`src/rtl/dc_port_arbiter.sv`:
```
// Two-requester round-robin arbiter for the data-cache request port.
// Optional ack timeout is built only with `define DC_TIMEOUT_EN.
module dc_port_arbiter #(
  parameter int TIMEOUT_CYCLES = 255,
  parameter int CNT_W          = 8
) (
  input  logic        clk,
  input  logic        reset,
  input  logic        r0_req,
  input  logic [57:0] r0_line_addr,
  input  logic [2:0]  r0_word_select,
  input  logic [2:0]  r0_byte_offset,
  input  logic [63:0] r0_wdata,
  input  logic        r0_read_write_n,
  input  logic [1:0]  r0_store_type,
  output logic        r0_ack,
  output logic [63:0] r0_rdata,
  input  logic        r1_req,
  input  logic [57:0] r1_line_addr,
  input  logic [2:0]  r1_word_select,
  input  logic [2:0]  r1_byte_offset,
  input  logic [63:0] r1_wdata,
  input  logic        r1_read_write_n,
  input  logic [1:0]  r1_store_type,
  output logic        r1_ack,
  output logic [63:0] r1_rdata,
  output logic        dc_req,
  output logic [57:0] dc_line_addr,
  output logic [2:0]  dc_word_select,
  output logic [2:0]  dc_byte_offset,
  output logic [63:0] dc_data_to_cache,
  output logic        dc_read_write_n,
  output logic [1:0]  store_type,
  input  logic        dc_ack,
  input  logic [63:0] dc_data_from_cache,
  output logic        busy,
  output logic        grant_id,
  output logic        err
);

  typedef enum logic [1:0] {
    IDLE,
    ISSUE,
    RESP
  } state_e;

  state_e      state_q, state_d;
  logic        req_q, req_d;
  logic [57:0] la_q, la_d;
  logic [2:0]  ws_q, ws_d;
  logic [2:0]  bo_q, bo_d;
  logic [63:0] wd_q, wd_d;
  logic        rw_q, rw_d;
  logic [1:0]  st_q, st_d;
  logic        ack0_q, ack0_d;
  logic        ack1_q, ack1_d;
  logic [63:0] rd0_q, rd0_d;
  logic [63:0] rd1_q, rd1_d;
  logic        busy_q, busy_d;
  logic        gid_q, gid_d;
  logic        pick1;

`ifdef DC_TIMEOUT_EN
  localparam logic [CNT_W-1:0] TmoLast =
    CNT_W'(TIMEOUT_CYCLES - 1);
  logic [CNT_W-1:0] cnt_q, cnt_d;
  logic             err_q, err_d;
`else
  logic unused_cfg;
  assign unused_cfg = ^{32'(TIMEOUT_CYCLES),
                        32'(CNT_W)};
`endif

  // r1 wins when alone, or on a tie when r0 owned last
  assign pick1 = r1_req & (~r0_req | ~gid_q);

  always_comb begin
    state_d = state_q;
    req_d   = req_q;
    la_d    = la_q;
    ws_d    = ws_q;
    bo_d    = bo_q;
    wd_d    = wd_q;
    rw_d    = rw_q;
    st_d    = st_q;
    ack0_d  = 1'b0;
    ack1_d  = 1'b0;
    rd0_d   = rd0_q;
    rd1_d   = rd1_q;
    gid_d   = gid_q;
`ifdef DC_TIMEOUT_EN
    cnt_d   = cnt_q;
    err_d   = 1'b0;
`endif
    unique case (state_q)
      IDLE: begin
        if (r0_req | r1_req) begin
          state_d = ISSUE;
          req_d   = 1'b1;
          gid_d   = pick1;
          la_d    = pick1 ? r1_line_addr
                          : r0_line_addr;
          ws_d    = pick1 ? r1_word_select
                          : r0_word_select;
          bo_d    = pick1 ? r1_byte_offset
                          : r0_byte_offset;
          wd_d    = pick1 ? r1_wdata
                          : r0_wdata;
          rw_d    = pick1 ? r1_read_write_n
                          : r0_read_write_n;
          st_d    = pick1 ? r1_store_type
                          : r0_store_type;
`ifdef DC_TIMEOUT_EN
          cnt_d   = '0;
`endif
        end
      end
      ISSUE: begin
        if (dc_ack) begin
          state_d = RESP;
          req_d   = 1'b0;
          ack0_d  = ~gid_q;
          ack1_d  = gid_q;
          if (rw_q && !gid_q) rd0_d = dc_data_from_cache;
          if (rw_q &&  gid_q) rd1_d = dc_data_from_cache;
        end
`ifdef DC_TIMEOUT_EN
        else if (cnt_q == TmoLast) begin
          state_d = RESP;
          req_d   = 1'b0;
          ack0_d  = ~gid_q;
          ack1_d  = gid_q;
          err_d   = 1'b1;
          if (!gid_q) rd0_d = '0;
          if (gid_q)  rd1_d = '0;
        end else begin
          cnt_d = cnt_q + 1'b1;
        end
`endif
      end
      RESP:    state_d = IDLE;
      default: state_d = IDLE;
    endcase
    busy_d = (state_d != IDLE);
  end

  always_ff @(posedge clk or negedge reset) begin
    if (!reset) begin
      state_q <= IDLE;
      req_q   <= 1'b0;
      la_q    <= '0;
      ws_q    <= '0;
      bo_q    <= '0;
      wd_q    <= '0;
      rw_q    <= 1'b1;
      st_q    <= '0;
      ack0_q  <= 1'b0;
      ack1_q  <= 1'b0;
      rd0_q   <= '0;
      rd1_q   <= '0;
      busy_q  <= 1'b0;
      gid_q   <= 1'b1;
    end else begin
      state_q <= state_d;
      req_q   <= req_d;
      la_q    <= la_d;
      ws_q    <= ws_d;
      bo_q    <= bo_d;
      wd_q    <= wd_d;
      rw_q    <= rw_d;
      st_q    <= st_d;
      ack0_q  <= ack0_d;
      ack1_q  <= ack1_d;
      rd0_q   <= rd0_d;
      rd1_q   <= rd1_d;
      busy_q  <= busy_d;
      gid_q   <= gid_d;
    end
  end

`ifdef DC_TIMEOUT_EN
  always_ff @(posedge clk or negedge reset) begin
    if (!reset) begin
      cnt_q <= '0;
      err_q <= 1'b0;
    end else begin
      cnt_q <= cnt_d;
      err_q <= err_d;
    end
  end
  assign err = err_q;
`else
  assign err = 1'b0;
`endif

  assign dc_req           = req_q;
  assign dc_line_addr     = la_q;
  assign dc_word_select   = ws_q;
  assign dc_byte_offset   = bo_q;
  assign dc_data_to_cache = wd_q;
  assign dc_read_write_n  = rw_q;
  assign store_type       = st_q;
  assign r0_ack           = ack0_q;
  assign r1_ack           = ack1_q;
  assign r0_rdata         = rd0_q;
  assign r1_rdata         = rd1_q;
  assign busy             = busy_q;
  assign grant_id         = gid_q;

endmodule

```
`config.mk`:
```
export PLATFORM = sky130hd
export DESIGN_NAME = dc_port_arbiter
export DESIGN_NICKNAME = d
export VERILOG_FILES = /design/src/rtl/dc_port_arbiter.sv
export SDC_FILE = /design/constraint.sdc
export NUM_CORES = 1
export LEC_CHECK = 0
export CORE_AREA = 2 2 233 235
export CTS_BUF_LIST = sky130_fd_sc_hd__clkbuf_4 sky130_fd_sc_hd__clkbuf_8
export CTS_CLUSTER_SIZE = 8
export DETAILED_ROUTE_END_ITERATION = 8
export DIE_AREA = 0 0 235 237
export GPL_ROUTABILITY_DRIVEN = 1
export SYNTH_ARGS = -nofsm -noshare
export SYNTH_HDL_FRONTEND = slang
export SYNTH_SLANG_ARGS = --single-unit
```
`constraint.sdc`:
```
create_clock -name clk -period 1.7 [get_ports clk]
set_clock_uncertainty 0.15 [all_clocks]
set_input_delay 0.17 -clock clk [delete_from_list [all_inputs] [get_ports clk]]
set_output_delay 0.17 -clock clk [all_outputs]
set_load 0.005 [all_outputs]
```
==> run_results.csv, run 1 <==
group,metric,value,unit
cts,clock-root-buffer,"clkbuf_8",
route,wl_per_cell,20.2,um
outcome,violations,"negative setup slack",
min_path,whs_path_depth,2,
pwr,total_power,31.2,mW
yosys,seq_area_frac_synth,58.0,%
route,dr.pass1.iters,4,
cts,cts_max_path_buffers,3,
route,initialDrtViolationCount,165,
place,place_ws,-498,ps
yosys,synth_top_area_share,57.6,%
cts,cts_buffers,49,
min_path,min_from,"dc_data_from_cache[12]",
final_layout,layout_commonest_cell,"clkdlybuf4s50_1",
yosys,synth_area,11500,um2
grt,grt_use_total,14.7,%
sta,hold_ws,68.1,ps
die,pin_count,596,
die,core,53300,um2
final_layout,nFillCells,5071,
yosys,syn_nets,1044,
sta,rsz0062_at_grt,"yes",
cts,htree_levels,2,
route,antenna_left,0,
yosys,synth.avg_cell_area,16.1,um2
route,vias_per_cell,4.10,
setup_path,reg2reg_depth,5,
yosys,synth_area_leaders,"dfrtp_1 (58%), mux2_2 (38%), buf_6 (1.5%), buf_2 (0.83%), buf_4 (0.46%)",
route,drc,0,
grt,grt_pass1_wl,62.1,mm
flow_run,cap_violations,0,
sta,drv_slew,0,
die,die_height,237,um
final_layout,seq_area,6660,um2
sta,fmax,0.527,GHz
yosys,yosysWarnings,0,
sta,timing.final.ws_setup,-198,ps
setup_path,critPathMaxFanout,13,
sta,finalHoldViolCount,0,
yosys,synth_cell_types,19,
sta,tns,-37970,ps
final_layout,fin_nets,1768,
setup_path,crit_arrival,2210,ps
yosys,ys_ff_latch,266,
route,routed_wirelength,43.9,mm
die,die_area,55700,um2
setup_path,rrSetupSlack,-200,ps
outcome,outcome,"complete, but fails checks",
place,io_buffers,594,
grt,grt-ovfl-total,0,
setup_path,worst-setup-path-type,"reg2reg",
sta,period_needed,1900,ps
min_path,min_to,"r1_rdata[12]",
route,num_vias,8914,
setup_path,r2r-start,"grant_id",
die,die_x,235,um
place,post-dp-hpwl,31.7,mm
grt,grt_antenna_before_repair,10,
grt,grt_pass1_vias,9963,
pwr,irDropWorstVdd,0.934,mV
cts,clock_latency,590,ps
cts,clock_sinks,266,
setup_path,critPathLaunchType,"flip-flop",
cts,cts_tree,"built",
yosys,yosysTopAreaCell,"dfrtp_1",
sta,finalCritPeriodShare,112,%
grt,grt_max_degree,62,
place,place_congestion,0.789,
die,placementRows,85,
final_layout,multiInputGateArea,4780,um2
pwr,p_per_area,1490,nW/um2
setup_path,timing.rr.end,"dc_line_addr[8]",
yosys,synthCells,713,
setup_path,cp-end-kind,"flip-flop",
final_layout,syn2layout_area_growth,82.5,%
min_path,min_path_type,"in2reg",
setup_path,cp_data_required_time,2010,ps
cts,cts.reportedPaths.clkPinSlew,60,ps
sta,setup_viol,259,
final_layout,most-common-layout-cells,"clkdlybuf4s50_1 (329), mux2_2 (321), dfrtp_1 (264)",
final_layout,drive_above_1_share,39.4,%
die,start_util,21.5,%
pwr,cellLeakagePower,9.60,nW
-- per-stage QoR --
step                      cell area [um2]  std cells  utilization, %
after floorplan                     11500        713               -
after global placement              18700       2025            35.1
after detailed placement            18700       2025            35.1
after CTS                           20200       2152            38.0
after global routing                20900       2172            39.3
final                               20900       2173            39.3
-- cell families after synthesis --
| group | Yosys count | share of synthesized area [%] |
|---|---|---|
| buffers and inverters | 43 | 2.82 |
| other | 1 | 0.0327 |
| AND/OR/NAND/NOR | 9 | 0.502 |
| multiplexers | 391 | 38.4 |
| flip-flops | 266 | 58.0 |
| AO/OA/AOI/OAI | 3 | 0.229 |
-- repair_timing --
item | 4_1_cts | 5_1_grt
endpoints found under the setup margin | 522 | 322
gates resized for setup | 265 | 119
hold buffers | 30 | 0
cloned | 4 | 12
buffers inserted | 6 | 5
pin swaps | 0 | 2
hold endpoints to repair | 310 | 0
-- where the power goes --
| group | switching, mW | internal [mW] | total (mW) |
|---|---|---|---|
| logic | 4.59 | 8.71 | 13.3 |
| registers | 1.67 | 9.54 | 11.2 |
| clock network | 2.72 | 3.99 | 6.71 |
| total | 8.97 | 22.2 | 31.2 |
-- final cells by class --
class                   count  area share, %
inverters                   1         0.0299
clock inverters             3          0.239
flip-flops and latches    266           31.8
multi-input cells         404           22.8
clock buffers              84           4.98
diodes                      4         0.0478
well taps                 696           4.16
repair buffers            715           35.9
-- worst max-delay path, stage by stage, from the launching register on --
cell	delay, ps
dfstp_2	390
a21boi_4	170
buf_12	210
clkbuf_16	220
mux2_2	340
mux2_2	260
-- synth_stat cells (all sizes together) --
cell type  count
dfrtp        264
nand3          1
inv            1
mux2         391
conb           1
buf           41
dfstp          2
a211oi         1
nor3           2
a21boi         1
nor3b          1
a21o           1
nor2           3
nand3b         1
and2           1
clkbuf         1
-- registers in the layout, summed over array words and instances, names as in the netlist, 2 cells and up --
register,count
dc_data_to_cache,64
dc_line_addr,58
r0_rdata,64
r1_rdata,64
dc_word_select,3
state_q,2
store_type,2
dc_byte_offset,3
-- per-layer routing --
metal	track usage, %	wire [um]	vias up
met5	0	40	-
met4	5.08	1170	6
met3	6.37	4020	74
met2	26.2	22600	417
met1	15.3	16000	4381
li1	-	-	4036
-- worst max-delay path by stage --
stage | start | to | slack [ps]
floorplan | state_q[1] | dc_byte_offset[0] | -30
finish | grant_id | dc_line_addr[8] | -200
global route | grant_id | dc_line_addr[8] | -250
detailed placement | r1_req | dc_data_to_cache[37] | -500
global placement | r1_req | dc_line_addr[55] | -500
CTS | state_q[1] | r0_rdata[11] | -210
No activity file was read; power rests on OpenSTA's default activity.
==> inputs of run 2 (changes only) <==
--- a/config.mk
+++ b/config.mk
@@ -11,6 +11,7 @@
 export DETAILED_ROUTE_END_ITERATION = 8
 export DIE_AREA = 0 0 235 237
 export GPL_ROUTABILITY_DRIVEN = 1
+export SLEW_MARGIN = 0
 export SYNTH_ARGS = -nofsm -noshare
 export SYNTH_HDL_FRONTEND = slang
 export SYNTH_SLANG_ARGS = --single-unit
==> results of run 2 <==
Final layout, timing and power as in run 1 (identical DEF).
==> inputs of run 3 (changes only) <==
--- a/config.mk
+++ b/config.mk
@@ -5,12 +5,15 @@
 export SDC_FILE = /design/constraint.sdc
 export NUM_CORES = 1
 export LEC_CHECK = 0
-export CORE_AREA = 2 2 233 235
+export ABC_AREA = 1
+export CAP_MARGIN = 20
+export CORE_AREA = 2 2 232 234
 export CTS_BUF_LIST = sky130_fd_sc_hd__clkbuf_4 sky130_fd_sc_hd__clkbuf_8
 export CTS_CLUSTER_SIZE = 8
 export DETAILED_ROUTE_END_ITERATION = 8
-export DIE_AREA = 0 0 235 237
+export DIE_AREA = 0 0 234 236
 export GPL_ROUTABILITY_DRIVEN = 1
+export PLACE_DENSITY_LB_ADDON = 0.05
 export SLEW_MARGIN = 0
 export SYNTH_ARGS = -nofsm -noshare
 export SYNTH_HDL_FRONTEND = slang
==> run 3 against run 2 <==
  * Register-to-register slack better by 140 ps
  * Combinational power is 17% higher
  * Clock power is 2% lower
  * Largest cell class unchanged
  * Largest power group unchanged
  * First-iteration DRC count grew to 4.0 times the previous value
  * Hold slack worse by 34 ps
  * Utilization is 4.4 points higher
  * Highest routed layer unchanged
  * The flow still finishes with violations (negative setup slack)
  * Critical path depth is 3 higher
  * Area after synthesis is 11% higher
  * Non-clock buffer count is 98 higher
  * Final cell count is 47% higher
==> run_results.csv, run 3 <==
group,metric,value,unit
route,routed_wirelength,58.7,mm
route,antenna_left,0,
sta,finalHoldViolCount,0,
setup_path,rrSetupSlack,-60,ps
yosys,synthCells,1705,
outcome,violations,"negative setup slack",
place,io_buffers,594,
cts,cts.reportedPaths.clkPinSlew,60,ps
grt,grt_pass1_wl,84.8,mm
setup_path,critPathLaunchType,"flip-flop",
cts,clock-root-buffer,"clkbuf_8",
final_layout,fin_nets,2790,
route,initialDrtViolationCount,653,
setup_path,reg2reg_depth,8,
final_layout,instances_no_fill,3195,
yosys,async_flop_share,100,%
sta,hold_ws,33.6,ps
place,place_inst,2952,
route,dr.pass1.iters,4,
yosys,yosysTopAreaCell,"dfrtp_1",
place,post-dp-hpwl,40.9,mm
sta,period_needed,1760,ps
yosys,synthTopCellsByCount,"nand2_1 (654), inv_1 (266), dfrtp_1 (264), nand3_1 (264), o21ai_0 (86)",
die,start_util,23.9,%
grt,grt_pass1_vias,14236,
sta,timing.final.ws_setup,-55.0,ps
pwr,clockPowerShare,19.9,%
yosys,synth_top_area_share,52.0,%
cts,clock_sinks,266,
route,num_vias,13970,
die,core,53100,um2
setup_path,worst-setup-path-type,"reg2reg",
final_layout,drive_above_1_share,14.6,%
setup_path,r2r-start,"dc_read_write_n",
cts,cts_buffers,51,
place,place_congestion,0.860,
grt,grt_max_degree,69,
final_layout,most-common-layout-cells,"nand2_1 (533), clkdlybuf4s50_1 (328), inv_1 (265)",
cts,htree_levels,2,
pwr,irDropWorstVdd,0.566,mV
sta,drv_slew,0,
die,die_x,234,um
final_layout,fin_area,23200,um2
pwr,p_switching,12.7,mW
pwr,seq_power_share,33.0,%
sta,tns,-1610,ps
cts,clock_latency,630,ps
yosys,syn_nets,2036,
pwr,total_power,33.0,mW
yosys,ys_ff_latch,266,
place,placed_area,19900,um2
final_layout,final_core_util,43.7,%
pwr,p_int,20.3,mW
sta,fmax,0.570,GHz
setup_path,critPathMaxFanout,8,
yosys,yosys.cell_count.top_type,"nand2_1",
yosys,synth_area,12700,um2
grt,grt_antenna_before_repair,9,
die,die_height,236,um
sta,worst_slew_pin_slew,765,ps
yosys,synth_flop_cell,"dfrtp_1",
setup_path,cp-end-kind,"flip-flop",
grt,grt-ovfl-total,0,
sta,slew_headroom,48.9,%
die,pin_count,596,
yosys,seq_area_frac_synth,52.4,%
sta,finalCritPeriodShare,103,%
setup_path,cp_data_required_time,2120,ps
min_path,min_path_type,"in2async",
outcome,outcome,"complete, but fails checks",
cts,cts_tree,"built",
final_layout,layout_commonest_cell,"nand2_1",
yosys,yosysWarnings,0,
sta,rsz0062_at_grt,"yes",
place,place_ws,-108,ps
sta,setup_viol,79,
final_layout,syn2layout_area_growth,82.6,%
setup_path,crit_arrival,2180,ps
yosys,synth.avg_cell_area,7.45,um2
grt,grt_use_total,20.1,%
route,drc,0,
route,vias_per_cell,4.37,
yosys,synth_cell_types,18,
pwr,swShare,38.4,%
pwr,p_per_area,1420,nW/um2
flow_run,cap_violations,0,
route,wl_per_cell,18.4,um
pwr,cellLeakagePower,12.4,nW
final_layout,nFillCells,5423,
yosys,synth_area_leaders,"dfrtp_1 (52%), nand2_1 (19%), nand3_1 (10%), inv_1 (7.9%), o21ai_0 (3.4%)",
setup_path,timing.rr.end,"r0_rdata[32]",
cts,cts_max_path_buffers,3,
die,placementRows,85,
pwr,pwr-share-comb,47.1,%
yosys,synth_edf_count,0,
die,die_area,55200,um2
run 3: logic make-up (layout without fill, tap and decap cells):
logic type | Yosys count | after routing | share of synthesized area (%)
compound gates | 131 | 131 | 5.16
buf+inv | 380 | 1167 | 12.2
flops | 266 | 266 | 52.4
other cells | 1 | 8 | 0.0295
simple gates | 927 | 927 | 30.2
run 3: how the worst max path moves through the flow:
stage               startpoint                to  slack (ps)  depth (start not counted)
6_report       dc_read_write_n      r0_rdata[32]         -60                          8
2_1_floorplan         grant_id      r1_rdata[50]         180                          5
3_3_place_gp            r0_req  dc_line_addr[46]         -80                          7
3_5_place_dp            dc_ack       r0_rdata[4]        -110                          7
5_1_grt        dc_read_write_n      r0_rdata[49]        -110                          8
4_1_cts               grant_id      r0_rdata[28]        -130                          9
run 3: cell type report:
class / instances / area [um2] / share of cell area [%]
Clock buffer: 82 / 1000 / 4.32
Inverter: 268 / 1010 / 4.36
Antenna cell: 7 / 17.5 / 0.0755
Clock inverter: 4 / 26.3 / 0.113
Multi-Input combinational cell: 1059 / 5200 / 22.4
Tap cell: 696 / 871 / 3.75
Timing Repair Buffer: 813 / 8420 / 36.3
Sequential cell: 266 / 6660 / 28.7
run 3: what timing repair did:
action,4_1_cts,5_1_grt
resized for setup,298,255
setup buffers,9,4
pin swaps,1,14
gates cloned,4,15
endpoints found under the setup margin,308,232
hold buffers,118,0
hold endpoints to repair,444,0
run 3: power groups by stage:
stage	Clock (mW)	Sequential, mW	Combinational (mW)
floorplan	0	11.1	5.27
global placement	0	11.0	16.1
detailed placement	0	11.0	16.2
CTS	6.82	10.9	14.9
global route	7.11	11.3	17.2
finish	6.57	10.9	15.6
run 3: worst max-delay path, cell delays in order, from the launching register on:
cell and delay (ps):
dfstp_2 550, buf_6 130, nand3_4 90, buf_12 150, nor2_4 120, buf_12 190, clkbuf_16 200, nand2_2 50
nand2_1 60
run 3: metal layers:
metal,GRT usage [%],share of wire (%),routed length [um]
met2,33.8,48,28100
met5,0,0.046,27
met4,7.86,3.9,2310
met1,23.4,41,23800
met3,6.64,7.5,4410
==> RTL change 1: new RTL, settings of run 3 <==
The 3 states of `state_e` get a one-hot encoding in 3 bits.
--- a/src/rtl/dc_port_arbiter.sv
+++ b/src/rtl/dc_port_arbiter.sv
@@ -40,6 +40,6 @@
 
-  typedef enum logic [1:0] {
-    IDLE,
-    ISSUE,
-    RESP
+  typedef enum logic [2:0] {
+    IDLE  = 3'b001,
+    ISSUE = 3'b010,
+    RESP  = 3'b100
   } state_e;
Check against the original RTL: no difference found for any inputs over 4 cycles, from zero or initial values and one cycle with reset low; so few cycles prove little.
==> RTL change 1 against run 3 <==
Cell area shrank 2.0%. Sequential cell count grew 1. Routed wire length is 4.7% lower. Area after synthesis fell by 5.7%. Hold slack gained 0.014 ns. Clock power is 8.4% higher. Fmax rose by 3.7%. Die area stayed put. Total power is 4.1% lower. Worst setup slack improved by 0.063 ns. Critical path type unchanged. Count of clock-buffer cells in the layout grew 10. Via count shrank 5.3%.
==> RTL change 1: results (changes against run 3) <==
run_status:
  status: "complete, no violations"  # was complete, but fails checks
logic_synthesis:
  synthesis.nets: 1902  # was 2036
  synth_cells: 1571  # was 1705
  synth_compound_area_share_pct: 0.0836  # was 5.16%
  ys_types: 19  # was 18
  yosysSeqAreaShare_pct: 55.8  # was 52.4%
  synthMuxAreaShare_pct: 0  # unchanged
  synth_area_leaders: "dfrtp_1 (55%), nand2_1 (33%), nand3_1 (5.6%)"  # was dfrtp_1 (52%), nand2_1 (19%), nand3_1 (10%)
  ys_top_cells_by_count: "nand2_1 (1046), dfrtp_1 (264), nand3_1 (133)"  # was nand2_1 (654), inv_1 (266), dfrtp_1 (264), nand3_1 (264), o21ai_0 (86)
detailed_routing:
  wl_met1_mm: 22.8  # was 23.8 mm
  top_layer: "met5"  # unchanged
  wl_mm: 56.0  # was 58.7 mm
  wl_per_cell_um: 17.6  # was 18.4 um
  vias_per_cell: 4.17  # was 4.37
  dr.pass1.iters: 8  # was 4
  dr.first_iter.drc_count: 578  # was 653
  wl_met3_mm: 4.13  # was 4.41 mm
  wl_met2_mm: 26.9  # was 28.1 mm
final_layout:
  drive_gt1_share_pct: 8.61  # was 14.6%
  fin_nets: 2765  # was 2790
placed_design:
  post-dp-hpwl_mm: 39.0  # was 40.9 mm
  preCtsSetupSlack_ns: -0.148  # was -0.108 ns
  gp_congestion: 0.800  # was 0.860
  place_area_um2: 19200  # was 19900 um2
clock_network:
  cts_buffers: 53  # was 51
  clock_path_buffers: 3  # unchanged
  hold_buffers: 222  # was 118
  post_cts_resized: 308  # was 298
  cts_max_level: 2  # unchanged
  postCtsSetupRepairBufs: 13  # was 9
global_routing:
  antenna_found_initial: 6  # was 9
  grt_pass1_wl_mm: 82.9  # was 84.8 mm
  grt_util_met1_pct: 23.5  # was 23.4%
  grt_pass1_vias: 13800  # was 14200
  use_met2_pct: 33.2  # was 33.8%
  global_route.usage.met3_pct: 5.62  # was 6.64%
  track_usage_pct: 19.7  # was 20.1%
  grt_max_degree: 78  # was 69
critical_path:
  cpLargestDelayFamily: "flip-flops"  # was buffers and inverters
  cp_max_fo: 22  # was 8
  cp_slowest_stage_delay_ns: 0.61  # was 0.55 ns
  ff2ff_path_depth: 7  # was 8
  crit_start: "grant_id$_DFFE_PN1P_"  # was dc_read_write_n$_DFFE_PN1P_
  ff2ff_setup_slack_ns: 0.008  # was -0.06 ns
  endpoint: "dc_data_to_cache[25]$_DFFE_PN0P_"  # was r0_rdata[32]$_DFFE_PN0P_
power:
  p_int_w: 0.0203  # about the same
  p_leak_nw: 12.0  # was 12.4 nW
  clockPowerShare_pct: 22.5  # was 19.9%
  p_sw_w: 0.0114  # was 0.0127 W
  seqPwrFrac_pct: 34.1  # was 33.0%
  peakVddDrop_mv: 0.582  # was 0.566 mV
worst_hold_path:
  hp-start: "r0_wdata[46]"
  hp-class: "in -> reg"  # was in -> async
timing:
  hold-worst-slack_ns: 0.0479  # was 0.0336 ns
  fin_setup_tns_ns: 0  # was -1.61 ns
  min_period_over_period_pct: 99.5  # was 103%
[RTL change 1: changes by cell type after synthesis, moves of 8 or more]
cell / change
nand2_1: +392
buf_1: -14
o21ai_0: -84
inv_1: -258
buf_6: +8
nand3_1: -131
clkbuf_1: -12
o21ai_1: -45
[RTL change 1: layout make-up]
| class | instances | area, um2 |
|---|---|---|
| timing repair buffer | 903 | 9210 |
| multi-input combinational | 1198 | 4780 |
| antenna | 4 | 10.0 |
| inverter | 11 | 41.3 |
| clock inverter | 3 | 25.0 |
| tap | 696 | 871 |
| fill | 5435 | 30300 |
| sequential | 267 | 6690 |
| clock buffer | 92 | 1130 |
[RTL change 1: tightest hold or removal path, cell delays in order]
cell	delay, ns
clkdlybuf4s50_1	0.40
nand2_1	0.06
nand2_1	0.06
nand2_1	0.06
nand2_1	0.04
==> RTL change 2: new RTL, flow settings as in run 3 <==
Made on the original files. Build with the macro `DC_TIMEOUT_EN` defined.
--- a/src/rtl/dc_port_arbiter.sv
+++ b/src/rtl/dc_port_arbiter.sv
@@ -2,2 +2,4 @@
 // Optional ack timeout is built only with `define DC_TIMEOUT_EN.
+`define DC_TIMEOUT_EN
+
 module dc_port_arbiter #(
Check against the original RTL: same outputs for any inputs over 4 cycles, from zero or initial values and one cycle with reset low; that may be too few to reach the edited logic, so the function may still have changed.
==> RTL change 2 against run 3 <==
The flow still finishes with violations (negative setup slack). Cell area rose by 15%. Worst setup slack lost 0.096 ns. Critical endpoint is now r1_rdata[32]$_DFFE_PN0P_. Total power grew 16%. Sequential share of layout area is 2.8 points lower. Critical path depth increased by 3. Via count rose by 0.87%. Area after synthesis fell by 3.4%. Routed wire length rose by 18%. Utilization is 6.5 points higher. Fmax shrank 5.2%. Sequential cell count increased by 9. Die area unchanged.
==> RTL change 2: results (changes against run 3) <==
timing:
  final-setup-viol-count: 220  # was 79
  slew_headroom_pct: 64.2  # was 48.9%
  fin_ws_ns: -0.151  # was -0.0550 ns
  hold-worst-slack_ns: 0.0239  # was 0.0336 ns
logic_synthesis:
  yosysSeqAreaShare_pct: 56.1  # was 52.4%
  synth_area_leaders: "dfrtp_1 (56%), nand2_1 (11%), o21ai_0 (7.7%)"  # was dfrtp_1 (52%), nand2_1 (19%), nand3_1 (10%)
  synth-adder-area-share_pct: 0.204  # was 0%
  ys_top_cells_by_count: "nand2_1 (373), dfrtp_1 (273), o21ai_0 (190)"  # was nand2_1 (654), inv_1 (266), dfrtp_1 (264), nand3_1 (264), o21ai_0 (86)
  synthesis.nets: 1700  # was 2036
  synthXorXnorAreaFrac_pct: 0.0714  # was 0%
  synth_compound_area_share_pct: 16.0  # was 5.16%
  synth_cells: 1367  # was 1705
critical_path:
  crit-reg2reg-launch: "cnt_q[0]$_DFFE_PN0P_"  # was dc_read_write_n$_DFFE_PN1P_
  cp_slowest_stage_delay_ns: 0.39  # was 0.55 ns
  cpLargestDelayFamily: "simple AND/OR/NAND/NOR gates"  # was buffers and inverters
  critPathArrivalTime_ns: 2.22  # was 2.18 ns
  cp_max_fo: 7  # was 8
  ff2ff_path_depth: 11  # was 8
detailed_routing:
  dr.first_iter.drc_count: 514  # was 653
  vias: 14100  # was 14000
  dr.pass1.iters: 5  # was 4
  wl_per_cell_um: 22.0  # was 18.4 um
  wl_met3_mm: 5.63  # was 4.41 mm
  wl_mm: 69.4  # was 58.7 mm
  wl_met1_mm: 25.4  # was 23.8 mm
placed_design:
  preCtsSetupSlack_ns: -0.247  # was -0.108 ns
  place_area_um2: 19400  # was 19900 um2
  gp_congestion: 0.834  # was 0.860
  placedCellCount: 2620  # was 2952
  post-dp-hpwl_mm: 42.0  # was 40.9 mm
final_layout:
  fin_nets: 2743  # was 2790
  drive_gt1_share_pct: 25.6  # was 14.6%
global_routing:
  grt_max_degree: 60  # was 69
  use_met2_pct: 39.4  # was 33.8%
  grt_util_met1_pct: 24.8  # was 23.4%
  track_usage_pct: 22.7  # was 20.1%
  antenna_found_initial: 13  # was 9
  grt_pass1_wl_mm: 93.3  # was 84.8 mm
  global_route.usage.met3_pct: 8.04  # was 6.64%
  grt_pass1_vias: 14600  # was 14200
run_status:
  status: "complete, but fails checks"  # unchanged
  violations: "negative setup slack"  # unchanged
power:
  p_leak_nw: 11.9  # was 12.4 nW
  peakVddDrop_mv: 0.653  # was 0.566 mV
clock_network:
  cts_buffers: 55  # was 51
  postCtsSetupRepairBufs: 50  # was 9
  hold_buffers: 308  # was 118
worst_hold_path:
  hp-class: "in -> reg"  # was in -> async
==> RTL change 2: cell count changes in the layout (fill, tap and decap cells not counted), moves of 48 or more <==
cell             before  now
clkdlybuf4s15_1      15   88
dlygate4sd2_1       245  154
dlygate4sd3_1       118  308
inv_1               265    8
nand2_1             533  326
nand3_1             239    9
nand3b_1              0   65
nor2_1                1   49
nor2_4                3   58
o21ai_1              72  161
o21ai_2              11  122
==> RTL change 2: power breakdown <==
group          internal [W]  total [W]  switching [W]
sequential          0.00972     0.0117        0.00193
combinational       0.00989     0.0194        0.00954
clock               0.00414    0.00729        0.00315
==> RTL change 2: area by class of cell <==
class                   instances  area, um2
repair buffers               1081      11800
repair inverters                3       42.5
fillers                      4993      26400
diodes                          8       20.0
well taps                     696        871
inverters                      15       92.6
clock inverters                 6       36.3
clock buffers                  90       1130
multi-input cells             979       5800
flip-flops and latches        275       6880
